`src/rtl/issue_scheduler.sv`:
```
// issue_scheduler: circular instruction queue with dual-issue pairing
//   clk, rst_n                 clock, async active-low reset
//   fetch_count/inst0/inst1/pc0 up to two fetched instructions per cycle
//   fetch_ready                queue can take two more entries
//   issue_ready                pipeline consumes the issued slots
//   issue{0,1}_valid/inst/pc   head entry (slot 0) and optional paired entry (slot 1)
//   flush                      discard everything queued
//   occupancy                  registered entry count
module issue_scheduler #(
   parameter int QDEPTH = 4
) (
   input  logic        clk,
   input  logic        rst_n,
   input  logic [1:0]  fetch_count,
   input  logic [31:0] fetch_inst0,
   input  logic [31:0] fetch_inst1,
   input  logic [31:0] fetch_pc0,
   output logic        fetch_ready,
   input  logic        issue_ready,
   output logic        issue0_valid,
   output logic        issue1_valid,
   output logic [31:0] issue0_inst,
   output logic [31:0] issue1_inst,
   output logic [31:0] issue0_pc,
   output logic [31:0] issue1_pc,
   input  logic        flush,
   output logic [2:0]  occupancy
);
   localparam int PW = $clog2(QDEPTH);
   localparam int CW = PW + 1;
   logic [31:0]   inst_q [QDEPTH];
   logic [31:0]   pc_q   [QDEPTH];
   logic [PW-1:0] head_q, head_d, tail_q, tail_d, head1, tail1;
   logic [CW-1:0] count_q, count_d;
   logic [1:0]    enq_n, deq_n;
   function automatic logic legal(input logic [31:0] i);
      return i[1:0] == 2'b11 && i[6:2] inside {5'b00000, 5'b01000, 5'b11000, 5'b11011, 5'b11001,
                                               5'b00100, 5'b01100, 5'b01101, 5'b00101};
   endfunction
   function automatic logic is_mem(input logic [4:0] op);
      return op == 5'b00000 || op == 5'b01000;
   endfunction
   function automatic logic writes_rd(input logic [4:0] op);
      return !(op == 5'b11000 || op == 5'b01000);
   endfunction
   function automatic logic pair_ok(input logic [31:0] a, input logic [31:0] b);
      logic [4:0] oa, ob;
      logic       raw, waw;
      oa  = a[6:2];
      ob  = b[6:2];
      raw = writes_rd(oa) && a[11:7] != 5'd0 &&
            ((!(ob inside {5'b01101, 5'b00101, 5'b11011}) && a[11:7] == b[19:15]) ||
             (ob inside {5'b11000, 5'b01000, 5'b01100} && a[11:7] == b[24:20]));
      waw = writes_rd(oa) && writes_rd(ob) && a[11:7] == b[11:7] && a[11:7] != 5'd0;
      return legal(a) && legal(b) && !(oa inside {5'b11000, 5'b11011, 5'b11001}) &&
             !(is_mem(oa) && is_mem(ob)) && !raw && !waw;
   endfunction
   assign head1 = head_q + 1'b1;
   assign tail1 = tail_q + 1'b1;
   always_comb begin
      fetch_ready  = count_q <= CW'(QDEPTH - 2);
      // fetch_count of 3 is treated as 2
      enq_n        = fetch_ready ? (fetch_count[1] ? 2'd2 : {1'b0, fetch_count[0]}) : 2'd0;
      issue0_valid = count_q != '0;
      issue1_valid = count_q >= CW'(2) && pair_ok(inst_q[head_q], inst_q[head1]);
      issue0_inst  = inst_q[head_q];
      issue1_inst  = inst_q[head1];
      issue0_pc    = pc_q[head_q];
      issue1_pc    = pc_q[head1];
      deq_n        = issue_ready ? {1'b0, issue0_valid} + {1'b0, issue1_valid} : 2'd0;
      head_d       = flush ? '0 : head_q + PW'(deq_n);
      tail_d       = flush ? '0 : tail_q + PW'(enq_n);
      count_d      = flush ? '0 : count_q + CW'(enq_n) - CW'(deq_n);
      occupancy    = 3'(count_q);
   end
   always_ff @(posedge clk or negedge rst_n) begin
      if (!rst_n) begin
         head_q  <= '0;
         tail_q  <= '0;
         count_q <= '0;
      end else begin
         head_q  <= head_d;
         tail_q  <= tail_d;
         count_q <= count_d;
      end
   end
   // storage is not reset; count gates visibility of stale contents
   always_ff @(posedge clk) begin
      if (enq_n != 2'd0) begin
         inst_q[tail_q] <= fetch_inst0;
         pc_q[tail_q]   <= fetch_pc0;
      end
      if (enq_n == 2'd2) begin
         inst_q[tail1] <= fetch_inst1;
         pc_q[tail1]   <= fetch_pc0 + 32'd4;
      end
   end
endmodule

```
`config.mk`:
```
export PLATFORM = sky130hd
export DESIGN_NAME = issue_scheduler
export DESIGN_NICKNAME = d
export VERILOG_FILES = /design/src/rtl/issue_scheduler.sv
export SDC_FILE = /design/constraint.sdc
export NUM_CORES = 1
export LEC_CHECK = 0
export CORE_ASPECT_RATIO = 1.5
export CORE_MARGIN = 3
export CORE_UTILIZATION = 35
export DETAILED_ROUTE_END_ITERATION = 10
export GPL_TIMING_DRIVEN = 0
export PLACE_DENSITY = 0.54
export SLEW_MARGIN = 20
export SYNTH_ARGS = -nofsm -noshare
export SYNTH_HDL_FRONTEND = slang
export SYNTH_SLANG_ARGS = --single-unit
```
`constraint.sdc`:
```
create_clock -name clk -period 8.8 [get_ports clk]
set_input_delay 2.2 -clock clk [delete_from_list [all_inputs] [get_ports clk]]
set_output_delay 2.2 -clock clk [all_outputs]
set_load 0.01 [all_outputs]
```
==> results.txt, run 1 <==
placeable core region: 0.0431 mm^2
highest clock frequency the design can meet: 154 MHz
share of flip-flops with an asynchronous set or reset after synthesis: 0.0266
worst min-delay path class: reg2reg
maximum fanout along the worst path: 10
RSZ-0062 raised after global routing: no
final critical delay including setup and external delays: 6.51 ns
die footprint: 0.0462 mm^2
Clock Skew: 0.0158 ns
number of slew-limit violations in the final report: 0
pin count of the biggest net entering global routing: 38
prevailing post-synth register cell: sky130_fd_sc_hd__edfxtp_1
share of the synthesized area in compound gates (AO/OA/AOI/OAI): 0.0107
Sink Count: 263
Area Overhead vs Synth: 27.0%
Power per Cell Area: 317 mW/mm^2
post-synthesis mux area share: 0.189
Inserted Clock Buffers: 28
number of nets produced by synthesis: 1409
final hold vios: 0
number of filler instances in the final layout: 4044
synthesized instance count: 1299
Largest stage delay, worst path: 0.62 ns
hold bufs inserted after CTS: 0
Period Utilization, post-route: 0.740
total track usage: 0.216
DR pass1 iterations: 5
CTS tree: done
cell with the biggest individual delay on the critical path: sky130_fd_sc_hd__mux4_2
insertion delay to the later sink of the worst-skew pair: 0.56 ns
wire length reported by the detailed router: 50900 um
residual overflow from global routing: 0
number of nets with antenna violations after routing: 0
DRC violations left: 0
Routed wire per std cell: 23.6 um
CP endpoint kind: output port
Worst-Margin Slew: 0.995 ns
detailed-route via count: 11386
crit path setup slack, layout: 2.29 ns
run status: completed
CTS H-tree depth: 1
number of synthesized flops with an enable pin: 256
final number of setup-violating endpoints: 0
library cell with the largest summed area after synthesis: sky130_fd_sc_hd__edfxtp_1
warnings from Yosys: 0
netlist area before placement: 0.0153 mm^2
clock transition at the registers of the reported paths: 0.07 ns
maximum resistive drop on vdd: 0.175 mV
Bufs on Longest Clock Path: 3
Post-CTS Setup Inserts: 0
sum of internal, switching and leakage power: 6.15 mW
Avg Cell Area, Syn: 11.7 um^2
net total in the final layout: 1672
Die X: 176 um
most numerous cell on the critical path: sky130_fd_sc_hd__buf_2
antenna violations before repair: 6
critical path class: reg2out
list of cells traversed by the critical path: buf_2, buf_2, buf_4, buf_2, clkbuf_1, buf_2, mux4_2, clkdlybuf4s50_1
placer congestion estimate: 0.821
critical path required time: 6.60 ns
post-detail-place hpwl: 37100 um
fraction of synthesized cell area taken by the top area cell type: 0.504
summed negative setup slack over all endpoints: 0 ns
post-cts sizing count: 0
sequential share of the synthesized area: 0.515
synthesis-stage register bit count: 263
cell leakage power: 6.99 nW
starting utilization of the core area: 0.354
max-cap viol count: 0
standard-cell rows: 93
first-iteration detailed-routing DRC count: 897
count of different cell masters after synthesis: 49
Max-slew headroom: 0.337
xor and xnor area share after synthesis: 0.0872
biggest area contributors in the synthesized netlist: sky130_fd_sc_hd__edfxtp_1, sky130_fd_sc_hd__mux4_2, sky130_fd_sc_hd__nand2_1
overall die height: 262 um
Worst Setup Slack post-DPL: 2.80 ns
number of placed I/O pins: 236
largest family of logic cells by synthesized area: multiplexers
share of final-layout standard cells stronger than drive strength 1: 0.140
share of synthesized cell area in and, or, nand and nor gates: 0.160
arithmetic-cell share of the synthesized area counting full adders, half adders and majority gates: 0.00754
Vias per Instance: 5.28
startpoint kind of the worst setup timing path: flop
wire length of the first global-routing pass: 73900 um
number of port buffers: 208
via count of the first global-routing pass: 11658
library cell used as clock root buffer: sky130_fd_sc_hd__clkbuf_16
Arrival @ worst endpoint: 4.31 ns
==> critical path, delay by kind of cell (launching register included) <==
kind	cells	cell delay, ns
multiplexers	1	0.62
flip-flops	1	0.32
buffers and inverters	7	2.80
==> state kept, by name, indices dropped and copies added (netlist names) <==
name       flops
head_q         2
inst_q       128
occupancy      3
tail_q         2
pc_q         128
==> layer usage <==
| metal | up-vias | track usage | wire length [um] |
|---|---|---|---|
| li1 | 5109 | - | - |
| met1 | 5729 | 0.250 | 18600 |
| met2 | 456 | 0.406 | 27500 |
| met3 | 90 | 0.0347 | 3190 |
| met4 | 2 | 0.0703 | 1550 |
| met5 | - | 0 | 13 |
==> cell usage in the layout, fill, tap and decap left out, types with 3 or more instances in the layout <==
master and n:
sky130_fd_sc_hd__a21oi_1 8, sky130_fd_sc_hd__and2_1 6, sky130_fd_sc_hd__and3_1 4, sky130_fd_sc_hd__buf_1 10, sky130_fd_sc_hd__buf_16 5, sky130_fd_sc_hd__buf_2 22
sky130_fd_sc_hd__buf_4 16, sky130_fd_sc_hd__buf_6 6, sky130_fd_sc_hd__bufinv_16 6, sky130_fd_sc_hd__clkbuf_1 71, sky130_fd_sc_hd__clkbuf_16 29, sky130_fd_sc_hd__clkdlybuf4s50_1 208
sky130_fd_sc_hd__clkinv_1 3, sky130_fd_sc_hd__clkinv_2 4, sky130_fd_sc_hd__dfrtp_1 7, sky130_fd_sc_hd__diode_2 5, sky130_fd_sc_hd__edfxtp_1 256, sky130_fd_sc_hd__ha_1 6
sky130_fd_sc_hd__inv_1 11, sky130_fd_sc_hd__mux2i_1 6, sky130_fd_sc_hd__mux4_1 4, sky130_fd_sc_hd__mux4_2 120, sky130_fd_sc_hd__nand2_1 454, sky130_fd_sc_hd__nand3_1 16
sky130_fd_sc_hd__nand4_1 4, sky130_fd_sc_hd__nor2_1 87, sky130_fd_sc_hd__nor2b_1 6, sky130_fd_sc_hd__nor3_1 7, sky130_fd_sc_hd__nor3_2 3, sky130_fd_sc_hd__nor4_1 4
sky130_fd_sc_hd__or3_1 3, sky130_fd_sc_hd__xnor2_1 66, sky130_fd_sc_hd__xor2_1 86
==> cells by family (layout without fill, tap and decap cells) <==
group	after synthesis	count (layout)
simple gates	608	608
flops	263	263
xor+xnor	152	152
mux	132	132
buf+inv	112	394
compound gates	24	24
fa+ha+maj	8	8
other cells	0	5
==> where the power goes <==
group / internal (mW) / leakage, nW / switching (mW) / total (mW)
clock network: 0.774 / 0.476 / 0.510 / 1.28
registers: 1.82 / 2.49 / 0.168 / 1.98
logic: 1.39 / 4.02 / 1.49 / 2.89
==> layout make-up <==
class	instances	area [um^2]	area share
Multi-Input combinational cell	924	6970	0.360
Buffer	101	418	0.0216
Sequential cell	263	7860	0.406
Antenna cell	5	12.5	0.000645
Clock buffer	33	741	0.0382
Inverter	11	41.3	0.00213
Clock inverter	16	236	0.0122
Tap cell	570	713	0.0368
Timing Repair Buffer	233	2390	0.123
==> metrics by stage <==
| step | instances | cell area, um^2 | util | hold slack [ns] |
|---|---|---|---|---|
| after floorplan | 1299 | 15300 | - | 0.614 |
| after global placement | 2077 | 18100 | 0.419 | 0.655 |
| after detailed placement | 2102 | 18400 | 0.427 | 0.651 |
| after CTS | 2151 | 19400 | 0.450 | 0.670 |
| after global routing | 2154 | 19400 | 0.450 | 0.758 |
| final | 2156 | 19400 | 0.450 | 0.670 |
==> cells in the mapped netlist, types with 9 or more instances <==
cell type	number
sky130_fd_sc_hd__xnor2_1	66
sky130_fd_sc_hd__a21oi_1	9
sky130_fd_sc_hd__nor2_1	87
sky130_fd_sc_hd__nand3_1	16
sky130_fd_sc_hd__mux4_2	120
sky130_fd_sc_hd__xor2_1	86
sky130_fd_sc_hd__buf_2	22
sky130_fd_sc_hd__clkbuf_1	67
sky130_fd_sc_hd__inv_1	11
sky130_fd_sc_hd__buf_1	10
sky130_fd_sc_hd__nor3_1	9
sky130_fd_sc_hd__edfxtp_1	256
sky130_fd_sc_hd__nand2_1	454
==> path summary, 6_finish.rpt <==
kind / start / endpoint / slack [ns] / depth (start not counted)
setup reg to reg: head_q[0] / occupancy[2] / 3.99 / 18
hold reg to reg: tail_q[0] / tail_q[0] / 0.67 / 2
hold / removal: tail_q[0] / tail_q[0] / 0.67 / 2
setup / recovery: head_q[1] / issue1_pc[30] / 2.29 / 8
max in group asynchronous: rst_n / occupancy[1] / 6.63 / 1
min in group asynchronous: rst_n / occupancy[0] / 1.90 / 1
Note: power is estimated with default switching activity, not from simulation.
==> run 2: changes to the inputs <==
--- a/config.mk
+++ b/config.mk
@@ -10,7 +10,7 @@
 export CORE_UTILIZATION = 35
 export DETAILED_ROUTE_END_ITERATION = 10
 export GPL_TIMING_DRIVEN = 0
-export PLACE_DENSITY = 0.54
+export PLACE_DENSITY = 0.56
 export SLEW_MARGIN = 20
 export SYNTH_ARGS = -nofsm -noshare
 export SYNTH_HDL_FRONTEND = slang
==> constraint.sdc (replaced) <==
create_clock -name clk -period 5.7 [get_ports clk]
set_input_delay 1.425 -clock clk [delete_from_list [all_inputs] [get_ports clk]]
set_output_delay 1.425 -clock clk [all_outputs]
set_load 0.01 [all_outputs]
==> results.txt, run 2 (synthesis results as in run 1) <==
final number of setup-violating endpoints: 0 (unchanged)
critical path required time: 4.28 ns (-2.32 ns)
number of slew-limit violations in the final report: 0 (unchanged)
antenna violations before repair: 8 (+2)
Max-slew headroom: 0.289 (-0.0484)
post-route design area: 0.0194 mm^2 (about the same)
RSZ-0062 raised after global routing: no
starting utilization of the core area: 0.354 (unchanged)
placeable core region: 0.0431 mm^2 (unchanged)
Area Overhead vs Synth: 27.1% (about the same)
CTS H-tree depth: 1 (unchanged)
commonest non-fill, non-tap cells in the layout: sky130_fd_sc_hd__nand2_1, sky130_fd_sc_hd__edfxtp_1, sky130_fd_sc_hd__clkdlybuf4s50_1, sky130_fd_sc_hd__mux4_2, sky130_fd_sc_hd__nor2_1
final hold vios: 0 (unchanged)
Worst Setup Slack post-DPL: 0.488 ns (-2.31 ns)
run status: completed
post-route insts no fill: 2150 (-0.28%)
most common cell after layout, fill and taps aside: sky130_fd_sc_hd__nand2_1
first-iteration detailed-routing DRC count: 741 (-17%)
CTS tree: done
worst hold slack: 0.683 ns (+0.0130 ns)
Sequential Area: 0.00786 mm^2 (unchanged)
wire length reported by the detailed router: 51000 um (+0.28%)
net total in the final layout: 1665 (-0.42%)
DR pass1 iterations: 5 (unchanged)
Period Utilization, post-route: 0.966
die footprint: 0.0462 mm^2 (unchanged)
maximum fanout along the worst path: 10 (unchanged)
startpoint kind of the worst setup timing path: flop
critical path class: reg2out
Inserted Clock Buffers: 28 (unchanged)
detailed-route via count: 11294 (-0.81%)
number of nets with antenna violations after routing: 0 (unchanged)
insertion delay to the later sink of the worst-skew pair: 0.57 ns (about the same)
Routed wire per std cell: 23.7 um (+0.56%)
CP endpoint kind: output port
Clock Skew: 0.0163 ns (+0.000478 ns)
Post-CTS Setup Inserts: 0 (unchanged)
worst min-delay path class: reg2reg
pin count of the biggest net entering global routing: 38 (unchanged)
post-layout util: 0.451 (about the same)
number of filler instances in the final layout: 3943 (-2.5%)
Power per Cell Area: 487 mW/mm^2 (+53%)
Die X: 176 um (unchanged)
DP Area: 0.0184 mm^2 (+0.26%)
clock transition at the registers of the reported paths: 0.06 ns (about the same)
Sink Count: 263 (unchanged)
crit path setup slack, layout: 0.192 ns (-2.09 ns)
placer congestion estimate: 0.854 (+4.0%)
max-cap viol count: 0 (unchanged)
post-detail-place hpwl: 37100 um (about the same)
maximum resistive drop on vdd: 0.277 mV (+58%)
Bufs on Longest Clock Path: 3 (unchanged)
library cell used as clock root buffer: sky130_fd_sc_hd__clkbuf_16
total area of multi-input combinational cells: 0.00698 mm^2 (+0.18%)
DRC violations left: 0 (unchanged)
standard-cell rows: 93 (unchanged)
highest clock frequency the design can meet: 182 MHz
number of port buffers: 208 (unchanged)
wire length of the first global-routing pass: 74100 um (+0.29%)
Worst-Margin Slew: 1.06 ns (+0.0687 ns)
via count of the first global-routing pass: 11805 (+1.3%)
sum of internal, switching and leakage power: 9.45 mW (+54%)
total track usage: 0.217 (+0.000942)
residual overflow from global routing: 0 (unchanged)
summed negative setup slack over all endpoints: 0 ns (unchanged)
overall die height: 262 um (unchanged)
total placed cells including tap cells: 2096 (-0.29%)
Arrival @ worst endpoint: 4.08 ns (-0.23 ns)
share of final-layout standard cells stronger than drive strength 1: 0.142 (+0.00180)
cell leakage power: 6.99 nW (about the same)
Vias per Instance: 5.25 (-0.53%)
number of placed I/O pins: 236 (unchanged)
final critical delay including setup and external delays: 5.51 ns
[run 2: changes by cell type in the layout (fill, tap and decap cells not counted), moves of 2 or more]
cell / before / now
sky130_fd_sc_hd__bufinv_16: 6 / 3
sky130_fd_sc_hd__clkbuf_8: 0 / 3
sky130_fd_sc_hd__buf_4: 16 / 1
sky130_fd_sc_hd__clkbuf_1: 71 / 66
sky130_fd_sc_hd__clkinv_1: 3 / 1
sky130_fd_sc_hd__clkinv_4: 2 / 0
sky130_fd_sc_hd__buf_8: 0 / 8
sky130_fd_sc_hd__clkbuf_2: 0 / 2
sky130_fd_sc_hd__clkinv_2: 4 / 9
[run 2: final timing paths]
path                         startpoint            to  slack [ns]  depth (start not counted)
min in group asynchronous         rst_n     head_q[1]        1.13                          1
max reg2reg                   head_q[1]  occupancy[2]        0.81                         19
min reg2reg                occupancy[0]  occupancy[0]        0.68                          2
max                           head_q[1]  issue1_valid        0.19                         10
min                        occupancy[0]  occupancy[0]        0.68                          2
max in group asynchronous         rst_n     tail_q[1]        4.32                          1
[run 2: per-layer routing]
layer	track usage	wire length (um)	up-vias
li1	-	-	5100
met1	0.238	17700	5665
met2	0.419	28200	452
met3	0.0385	3560	73
met4	0.0699	1530	4
met5	0	21	-
[run 2: where the power goes]
group,internal (mW),switching [mW]
Combinational,2.17,2.33
Clock,1.10,0.784
Sequential,2.80,0.260
Total,6.08,3.37
[run 2: worst max-delay path: stages (launching register included)]
cell and delay (ns):
sky130_fd_sc_hd__dfrtp_1 0.31, sky130_fd_sc_hd__buf_2 0.18, sky130_fd_sc_hd__buf_2 0.34, sky130_fd_sc_hd__buf_4 0.32, sky130_fd_sc_hd__mux2_2 0.38, sky130_fd_sc_hd__a21oi_1 0.49
sky130_fd_sc_hd__xnor2_1 0.14, sky130_fd_sc_hd__nor4_1 0.47, sky130_fd_sc_hd__a41o_1 0.28, sky130_fd_sc_hd__a21boi_2 0.10, sky130_fd_sc_hd__clkdlybuf4s50_1 0.50
[run 2: layout make-up]
| class | count | area share |
|---|---|---|
| clock buffer | 33 | 0.0397 |
| buffer | 100 | 0.0215 |
| multi-input combinational | 924 | 0.360 |
| antenna | 5 | 0.000645 |
| sequential | 263 | 0.405 |
| tap | 570 | 0.0368 |
| timing repair buffer | 227 | 0.125 |
| clock inverter | 17 | 0.00897 |
| inverter | 11 | 0.00213 |
[run 2: repair_timing]
action                     CTS  global route
hold buffers                 0             0
setup endpoints to repair   83            10
gates resized for setup      1             2
